## src/rtl/fg_input_conditioner.sv

```systemverilog
// Multi-channel input conditioner: per-channel synchronizer chain, debounce filter
// with a programmable stability length, and registered rise/fall strobes on the filtered level.
module fg_input_conditioner #(
  parameter int unsigned         CHANNELS   = 4,
  parameter int unsigned         STAGES     = 2,
  parameter int unsigned         FILTER_LEN = 4,
  parameter logic [CHANNELS-1:0] RST_VAL    = '0
) (
  input  logic                clk_i,
  input  logic                rst_i,
  input  logic [CHANNELS-1:0] async_i,
  output logic [CHANNELS-1:0] sync_o,
  output logic [CHANNELS-1:0] level_o,
  output logic [CHANNELS-1:0] rise_o,
  output logic [CHANNELS-1:0] fall_o
);

  localparam int unsigned     CntW   = $clog2(FILTER_LEN + 1);
  localparam logic [CntW-1:0] CntMax = CntW'(FILTER_LEN - 1);

  logic [CHANNELS-1:0] r_sync [STAGES];
  logic [CHANNELS-1:0] r_level;
  logic [CHANNELS-1:0] r_rise;
  logic [CHANNELS-1:0] r_fall;
  logic [CntW-1:0]     r_cnt [CHANNELS];

  logic [CHANNELS-1:0] w_sync;
  logic [CHANNELS-1:0] w_level_d;
  logic [CntW-1:0]     w_cnt_d [CHANNELS];

  assign w_sync = r_sync[STAGES-1];

  // Any cycle where the synchronized value agrees with the level restarts the count,
  // so only an unbroken run of FILTER_LEN mismatches moves the level.
  always_comb begin
    w_level_d = r_level;
    for (int k = 0; k < CHANNELS; k++) begin
      w_cnt_d[k] = '0;
      if (w_sync[k] != r_level[k]) begin
        if (r_cnt[k] == CntMax) begin
          w_level_d[k] = w_sync[k];
        end else begin
          w_cnt_d[k] = r_cnt[k] + CntW'(1);
        end
      end
    end
  end

  always_ff @(posedge clk_i) begin
    if (rst_i) begin
      for (int i = 0; i < STAGES; i++) begin
        r_sync[i] <= RST_VAL;
      end
      for (int k = 0; k < CHANNELS; k++) begin
        r_cnt[k] <= '0;
      end
      r_level <= RST_VAL;
      r_rise  <= '0;
      r_fall  <= '0;
    end else begin
      r_sync[0] <= async_i;
      for (int i = 1; i < STAGES; i++) begin
        r_sync[i] <= r_sync[i-1];
      end
      for (int k = 0; k < CHANNELS; k++) begin
        r_cnt[k] <= w_cnt_d[k];
      end
      r_level <= w_level_d;
      // Strobes are registered alongside the level so they coincide with its change.
      r_rise  <= w_level_d & ~r_level;
      r_fall  <= ~w_level_d & r_level;
    end
  end

  assign sync_o  = w_sync;
  assign level_o = r_level;
  assign rise_o  = r_rise;
  assign fall_o  = r_fall;

endmodule

```

## config.mk

```make
export PLATFORM = sky130hd
export DESIGN_NAME = fg_input_conditioner
export DESIGN_NICKNAME = d
export VERILOG_FILES = /design/src/rtl/fg_input_conditioner.sv
export SDC_FILE = /design/constraint.sdc
export NUM_CORES = 1
export LEC_CHECK = 0
export CAP_MARGIN = 20
export CORE_ASPECT_RATIO = 1.1
export CORE_UTILIZATION = 44
export DETAILED_ROUTE_END_ITERATION = 16
export DONT_BUFFER_PORTS = 1
export GPL_ROUTABILITY_DRIVEN = 0
export GPL_TIMING_DRIVEN = 0
export MAX_ROUTING_LAYER = met4
export PLACE_DENSITY = 0.58
export SLEW_MARGIN = 20
export SYNTH_ARGS = -nofsm -noshare
export SYNTH_HDL_FRONTEND = slang
export SYNTH_SLANG_ARGS = --single-unit
```

## constraint.sdc

```tcl
create_clock -name clk_i -period 1.6 [get_ports clk_i]
set_input_delay 0.16 -clock clk_i [delete_from_list [all_inputs] [get_ports clk_i]]
set_output_delay 0.16 -clock clk_i [all_outputs]
set_load 0.05 [all_outputs]
```

**Yosys cells after proc, flatten, opt, wreduce, memory -nomap -nowiden**

Memories as Yosys holds them, arrays and structs flattened.
Cells that the tools add are included.

- $add $sub $neg: 4
- Equality and inequality tests: 8
- Mux-type cells: 25
- Bitwise operators: 10

Operators with widths:

| cell | count |
|---|---|
| $mux 3 | 12 |
| $add 3x1->3 const B | 4 |
| $eq 3x2->1 const B | 4 |
| $mux 1 | 11 |
| $and 4x4->4 | 2 |
| $mux 4 | 2 |
| $not 4->4 | 2 |
| $or 1x1->1 | 6 |
| $ne 1x1->1 | 4 |

- Flip-flop bits (word level): 12
- Memory bits (writable): 20
- Input port bits: 6
- Output and inout port bits: 16
- Word-level logic and storage cells: 52
- Memories: 2

Memory list:

| memory | depth | bits a word | read ports | clocked after Yosys merged registers in | write ports | RTL line | RTL |
|---|---|---|---|---|---|---|---|
| r_cnt | 4 | 3 | 4 | 0 | 4 | 25 | `logic [CntW-1:0] r_cnt [CHANNELS];` |
| r_sync | 2 | 4 | 2 | 0 | 2 | 21 | `logic [CHANNELS-1:0] r_sync [STAGES];` |

**Logic depth before layout (Yosys ltp)**

Gate-level depths: netlist of the first run.

- Depth in word-level cells: 5
- Mapped depth: 4
- Depth with buffers taken out: 4

**Worst setup path before layout of the first run**

No wires, ideal clock.

- Kind: register to register
- From: reg r_level[1], in the netlist level_o[1]
- To: mem r_cnt[1][1] in the netlist's numbering
- Library setup time: 0.087 ns
- Data arrival time: 1.070 ns
- Path slack: 0.443 ns
- Cell stages (with the launch flop): 3
- Cells stage by stage: dfxtp_1 xnor2_1 nor4b_2

RTL lines:

| item | RTL line | RTL |
|---|---|---|
| from (decl) | 22 | `logic [CHANNELS-1:0] r_level;` |
| from (signal assigned) | 68 | `r_level <= w_level_d;` |
| to (decl) | 25 |  |

==> results, run 1 <==
- The flow ran to the end, and the final reports show no timing, DRC or antenna violations.
- The number of hold-slack violations in the final timing report came to 0.
- The die covers 2800 µm².
- The total global routing overflow is 0.
- The number of warnings issued by yosys is 0.
- In the final routed layout, each cell accounts on average for 12.1 µm.
- The global-route wire length before repair is 2.84 mm.
- The library cell used most frequently in the layout, excluding fill and tap cells, is sky130_fd_sc_hd__dfxtp_1.
- The longest clock path from root to sink contains 2 buffers.
- Synthesis produced a netlist with a net count of 105.
- The area of the multi-input gates is 438 µm².
- The number of gates resized after CTS was 0.
- For this block, the initial DRC count from the detailed router was 4.
- The placed cell count is 122.
- The initial antenna violation count is 0.
- Subtracting the final worst setup slack from the clock period gives 1.29 ns.
- The initial utilization of the core area, before any placement, comes to 46.2%.
- The combined flip-flop and latch cell area is 641 µm².
- The share of synthesized area in the top cell type comes to 56.1%.
- Synthesis inferred 32 register bits.
- The total design power is 1350 µW.
- Data on the critical path arrives at its endpoint at 1.52 ns.
- sky130_fd_sc_hd__dfxtp_1 takes more of the synthesized area than any other cell.
- The number of max-slew violations in the final report was 0.
- Across every metal layer, demand over resource in global routing totals 14.8%.
- The core box area is 2470 µm².
- The tree is rooted in a sky130_fd_sc_hd__clkbuf_4.
- Setup violations remaining at the end of the flow were counted as 0.
- The mapped cell area is 1140 µm².
- The routed via count is 661.
- The final clock skew is 0.00567 ns.
- The start-to-end type of the worst setup path is flop to flop.
- The number of filler cells placed in the layout is 233.
- The first-pass iteration count of the detailed router is 2.
- After clock tree synthesis, the clock-pin slew on the worst setup and hold paths is 0.09 ns.
- The total clock sinks is 32.
- The CTS tree is done.
- The floorplan step set the die height to 55.4 µm.
- The area added between synthesis and finish is 12.1%.
- The I/O pin total is 22.
- The delay of the slowest critical-path stage is 0.72 ns.
- STA classifies the critical path startpoint as a flop.
- The signal on the critical path passes through xnor2_1 > nor4b_2.
- The H-tree depth is 2.
- For this run, the post-layout net count is 116.
- Entering global routing, the biggest net connects 11 pins.
- After floorplanning, the core was divided into 19 placement rows.
- The TritonCTS buffer count is 5.
- The total routed wirelength is 1.62 mm.
- The number of cell instances on the worst register-to-register path is 2.
- The antenna violation net count after detailed routing is 0.
- In the final timing run, aggregate negative setup slack is 0 ns.
- The kind of end point of the critical path is a flop.
- The power per unit of standard cell area is 1060 nW/µm².
- The clock latency on the worst-skew pair is 0.32 ns.
- Once detailed placement completed, the half-perimeter wirelength came to 1.06 mm.
- In the routed layout, each cell is associated on average with a via count of 4.93.
- The diode insertion count for antenna repair is 0.
- The finished layout holds 134 standard cells, fillers aside.
- Synthesis instantiated 14 different standard cells from the library.
- Setup repair after global routing left no endpoint under its margin.
- The proportion of layout cells with a drive suffix above 1 is 19.4%.
- Of the available clock period, the critical path in the final layout requires 80.6%.
- The via count of the first global-routing pass was 669.
- The headroom to the max-slew limit is 58.9%.
- The sequential area share after synthesis is 56.1%.
- The library cells used most frequently in the layout, excluding fill and tap cells, are 32 x sky130_fd_sc_hd__dfxtp_1, 8 x sky130_fd_sc_hd__nor4_1, 8 x sky130_fd_sc_hd__nor2b_1, 8 x sky130_fd_sc_hd__ha_1.
- Across the run, the number of max-cap violations was 0.
- The number of setup buffers added after CTS is 0.
- Timing would allow up to 776 MHz.
- The critical-path cell with the highest stage delay is sky130_fd_sc_hd__dfxtp_1.
- The reported leakage power is 0.000472 µW.
- The required time reported for the critical path endpoint is 1.83 ns.
- The measured slew at the worst slew-check pin is 0.616 ns.
- The number of buffers inserted by port buffering is 0.
- The classification of the worst-slack hold path is primary input to flop.
- IR analysis of the VDD net gives a maximum drop of 0.794 mV.
- By area the synthesized netlist is led by sky130_fd_sc_hd__dfxtp_1 56%, sky130_fd_sc_hd__ha_1 8.8%, sky130_fd_sc_hd__nor4b_2 5.3%.
- The highest net fanout along the worst path is 5.
- From left edge to right edge, the die measures 50.6 µm.
- The cell depth of the worst hold path is 1.
- The number of DRC violations after detailed routing is 0.
- The mean instance size in the synthesized netlist is 12.5 µm².
- The cell count after synthesis is 91.
==> critical path, delay by kind of cell (launching register included) <==
kind,cells,cell delay (ns)
xor gates and xnor gates,1,0.23
and+or+nand+nor,1,0.25
DFF,1,0.72
==> through the flow <==
step	worst slack, ns	instance area (µm²)	hold slack [ns]	util (%)
3_3_place_gp	0.375	1180	0.299	47.7
3_5_place_dp	0.344	1180	0.294	47.7
4_1_cts	0.325	1280	0.0672	51.7
2_1_floorplan	0.443	1140	0.288	-
6_report	0.311	1280	0.0847	51.7
5_1_grt	0.213	1280	0.0510	51.7
==> repair_timing <==
action | 4_1_cts | 5_1_grt
hold endpoints to repair | 4 | 0
hold buffers | 4 | 0
setup endpoints to repair | 0 | 0
==> cell usage after synthesis, drive strengths merged <==
cell and n:
clkbuf 1, ha 8, xnor2 4, mux2i 4, nor4b 4, and4bb 3, dfxtp 32, nor4 8
inv 4, nor2b 8, buf 6, nor2 4, nor4bb 5
==> final cells by class <==
class | instances | area share (%)
Buffer | 7 | 3.72
Clock buffer | 8 | 4.60
Inverter | 4 | 1.17
Multi-Input combinational cell | 48 | 34.2
Sequential cell | 32 | 50.1
Tap cell | 31 | 3.03
Timing Repair Buffer | 4 | 3.13
==> flip-flops by register name (all words and copies together) (netlist names) <==
name	count
level_o	4
r_cnt	12
r_sync	8
rise_o	4
fall_o	4
==> routing by layer <==
layer	up-vias	track usage [%]	share of wire [%]
met3	5	9.64	6.8
met2	19	20.0	44
li1	341	-	-
met1	296	15.4	47
met4	0	10.3	2.0
met5	-	-	0
==> where the power goes <==
part | total [µW] | leakage, µW | internal, µW | switching (µW)
Combinational | 63.5 | 0.000179 | 27.2 | 36.3
Clock | 471 | 0.0000326 | 217 | 254
Sequential | 817 | 0.000260 | 808 | 8.26
Total | 1350 | 0.000472 | 1050 | 299
==> worst paths after layout <==
check | startpoint | slack (ns) | end
max | level_o[0] | 0.31 | r_cnt[0][1]
min reg2reg | r_cnt[3][0] | 0.44 | r_cnt[3][0]
max reg2reg | level_o[0] | 0.31 | r_cnt[0][1]
min | rst_i | 0.08 | fall_o[2]
==> logic make-up (layout without fill, tap and decap cells) <==
logic type / Yosys count / count (layout) / share of synthesized area, %
multiplexers: 4 / 4 / 3.51
XOR/XNOR: 4 / 4 / 3.07
flip-flops: 32 / 32 / 56.1
buffers and inverters: 11 / 23 / 5.48
adder cells (fa/ha/maj): 8 / 8 / 8.77
AND/OR/NAND/NOR: 32 / 32 / 23.0
Note: power is estimated with default switching activity, not from simulation.
==> run 2: changes to the inputs <==
- PLACE_DENSITY: 0.58 -> 0.6
- clock period: 1.6 -> 1.1 ns (I/O delays scaled with it)
==> run 2 against run 1 <==
  * Combinational power up 81%
  * Sequential share of layout area down 6.3 points
  * Clock power rose by 46%
  * Count of clock-buffer cells in the layout stayed put
  * Die area unchanged
  * First-iteration DRC count increased by 130%
  * Via count increased by 3.3%
  * Critical endpoint is now rise_o[3]
  * Largest power group unchanged
==> results, run 2 (synthesized netlist as in run 1, its figures left out) <==
- The run finished with clean final reports.
- The area added between synthesis and finish is 34.6%.
- The beginning of the worst hold path is rst_i.
- The data arrival time of the worst path was 0.96 ns (-0.56 ns).
- The number of buffers inserted by port buffering is 0 (unchanged).
- The final clock skew was 0.00540 ns (-0.000265 ns).
- The total routing resource utilization after global routing is 17.2% (+2.4 points).
- The library cell used most frequently in the layout, excluding fill and tap cells, is sky130_fd_sc_hd__dfxtp_2.
- The area of the multi-input gates is 634 µm² (+45%).
- The total clock sinks is 32 (unchanged).
- The number of DRC markers after the initial detailed-route iteration is 9 (+5).
- The clock root buffer master is sky130_fd_sc_hd__clkbuf_4.
- The number of filler cells placed in the layout is 210 (-9.9%).
- In this run the worst hold path is classified as primary input to flop.
- The number of hold-slack violations in the final timing report came to 0 (unchanged).
- The clock latency on the worst-skew pair is 0.33 ns (about the same).
- Setup repair after global routing could not meet its margin everywhere.
- The initial core utilization is 46.2% (unchanged).
- The via count of the first global-routing pass came to 669 (unchanged).
- The max-cap violation count is 0 (unchanged).
- The reported leakage power was 0.000493 µW (+4.5%).
- The shortest clock period the worst path allows after layout is 1.07 ns.
- The total routed wirelength is 1.91 mm (+18%).
- The I/O pin total is 22 (unchanged).
- The number of DRC violations after detailed routing is 0 (unchanged).
- The peak supply drop was 1.11 mV (+40%).
- The headroom to the max-slew limit is 68.3% (+9.4 points).
- The final layout net count was 118 (+1.7%).
- The kind of end point of the critical path is an output pin.
- The measured slew at the worst slew-check pin is 0.475 ns (-0.141 ns).
- The register name with the most flops is r_cnt.
- The minimum setup slack among reg-to-reg paths is 0.04 ns (-0.27 ns).
- The cell row count was 19 (unchanged).
- The power per unit of standard cell area is 1300 nW/µm² (+23%).
- In the final layout, the registers with the most flip-flops are r_cnt (12), r_sync (8).
- The number of max-slew violations in the final report is 0 (unchanged).
- The end-of-flow core utilization came to 62.1% (+10 points).
- The kind of start point of the critical path is a flop.
- The total global routing overflow is 0 (unchanged).
- The antenna violation net count after detailed routing is 0 (unchanged).
- The portion of the clock cycle consumed by the worst path in the final layout is 97.0%.
- The height of the die is 55.4 µm (unchanged).
- The TritonCTS buffer count came to 5 (unchanged).
- The number of vias per cell is 5.02 (+1.8%).
- The clock-pin slew on the worst setup and hold paths is 0.09 ns (about the same).
- In this run the worst setup path begins at rise_o[3].
- The core box area is 2470 µm² (unchanged).
- The CTS tree is done.
- The combined flip-flop and latch cell area came to 673 µm² (+5.1%).
- The start-to-end type of the worst setup path is flop to output pin.
- The number of flip-flops in the largest register is 12 (unchanged).
- The highest net fanout along the worst path was 1 (-4).
- The global-route wire length before repair is 3.16 mm (+11%).
- In the layout the commonest cells are 17 x sky130_fd_sc_hd__dfxtp_2, 12 x sky130_fd_sc_hd__dfxtp_1, 8 x sky130_fd_sc_hd__nor2b_1, 8 x sky130_fd_sc_hd__ha_4.
- The required time reported for the critical path endpoint is 0.99 ns (-0.84 ns).
- The setup violation total in the final timing report is 0 (unchanged).
- The total die area is 2800 µm² (unchanged).
- The top achievable clock speed is 937 MHz.
- The half-perimeter wire length after placement is 1.08 mm (+1.7%).
- The maximum number of pins on one net before global-route repair is 11 (unchanged).
- The proportion of layout cells with a drive suffix above 1 is 54.3% (+35 points).
- The first-pass iteration count of the detailed router is 2 (unchanged).
- The routed length per placed instance is 14.1 µm (+17%).
- The width of the die is 50.6 µm (unchanged).
- The diode insertion count for antenna repair is 0 (unchanged).
- The startpoint identified for the worst register-to-register timing path is r_cnt[2][0].
- The total design power is 1990 µW (+47%).
- The maximum buffer depth of the clock tree is 2 (unchanged).
- The H-tree depth is 2 (unchanged).
- The initial antenna violation count was 0 (unchanged).
- The routed via count is 683 (+3.3%).
==> run 2: cell count changes in the layout (fill, tap and decap cells not counted), moves of 3 or more <==
cell,change
sky130_fd_sc_hd__dfxtp_2,+17
sky130_fd_sc_hd__dfxtp_4,+3
sky130_fd_sc_hd__nor4_1,-4
sky130_fd_sc_hd__buf_6,+3
sky130_fd_sc_hd__nor4_4,+3
sky130_fd_sc_hd__dfxtp_1,-20
sky130_fd_sc_hd__ha_1,-8
sky130_fd_sc_hd__ha_4,+8
==> run 2: per-stage QoR <==
step	setup slack (ns)	instance area, µm²	std cells	hold slack [ns]	TNS, ns
5_1_grt	-0.0122	1540	136	0.00133	-0.0416
4_1_cts	-0.0269	1330	134	0.00672	-0.0303
3_5_place_dp	-0.0586	1180	122	0.245	-0.570
6_report	0.0325	1540	136	0.0207	0
2_1_floorplan	0.0446	1150	91	0.238	0
3_3_place_gp	-0.0188	1180	122	0.242	-0.0423
==> run 2: path summary, 6_finish.rpt <==
check | to | depth (start not counted)
worst max-delay path | rise_o[3] | 0
worst min-delay path | rise_o[0] | 1
worst min register to register | r_sync[0][6] | 1
worst max register to register | r_cnt[2][0] | 3
==> run 2: layout make-up <==
type / count / share of cell area [%]
plain buffers: 7 / 3.83
clock buffers: 8 / 3.83
inverters: 4 / 0.977
multi-input cells: 48 / 41.3
flip-flops and latches: 32 / 43.8
well taps: 31 / 2.52
repair buffers: 6 / 3.75
==> run 2: metal layers <==
| layer | share of wire, % | GRT usage (%) | up-vias |
|---|---|---|---|
| met3 | 5.7 | 8.82 | 7 |
| met4 | 2.7 | 11.9 | 0 |
| met1 | 44 | 18.5 | 313 |
| li1 | - | - | 346 |
| met2 | 47 | 24.2 | 17 |
| met5 | 0 | - | - |
==> run 2: where the power goes <==
part / switching, µW / internal (µW)
registers: 16.4 / 1170
logic: 62.9 / 51.8
clock network: 375 / 315
==> run 2: what timing repair did <==
item | in CTS | in global routing
setup buffers | 0 | 1
setup endpoints to repair | 25 | 32
resized for setup | 10 | 41
hold buffers | 4 | 1
pin swaps | 3 | 5
hold endpoints to repair | 4 | 1
==> run 2: worst register-to-register path, delay by kind of cell (launching register included) <==
| family | cells | cell delay [ns] |
|---|---|---|
| fa+ha+maj | 2 | 0.34 |
| simple gates | 1 | 0.25 |
| flops | 1 | 0.37 |
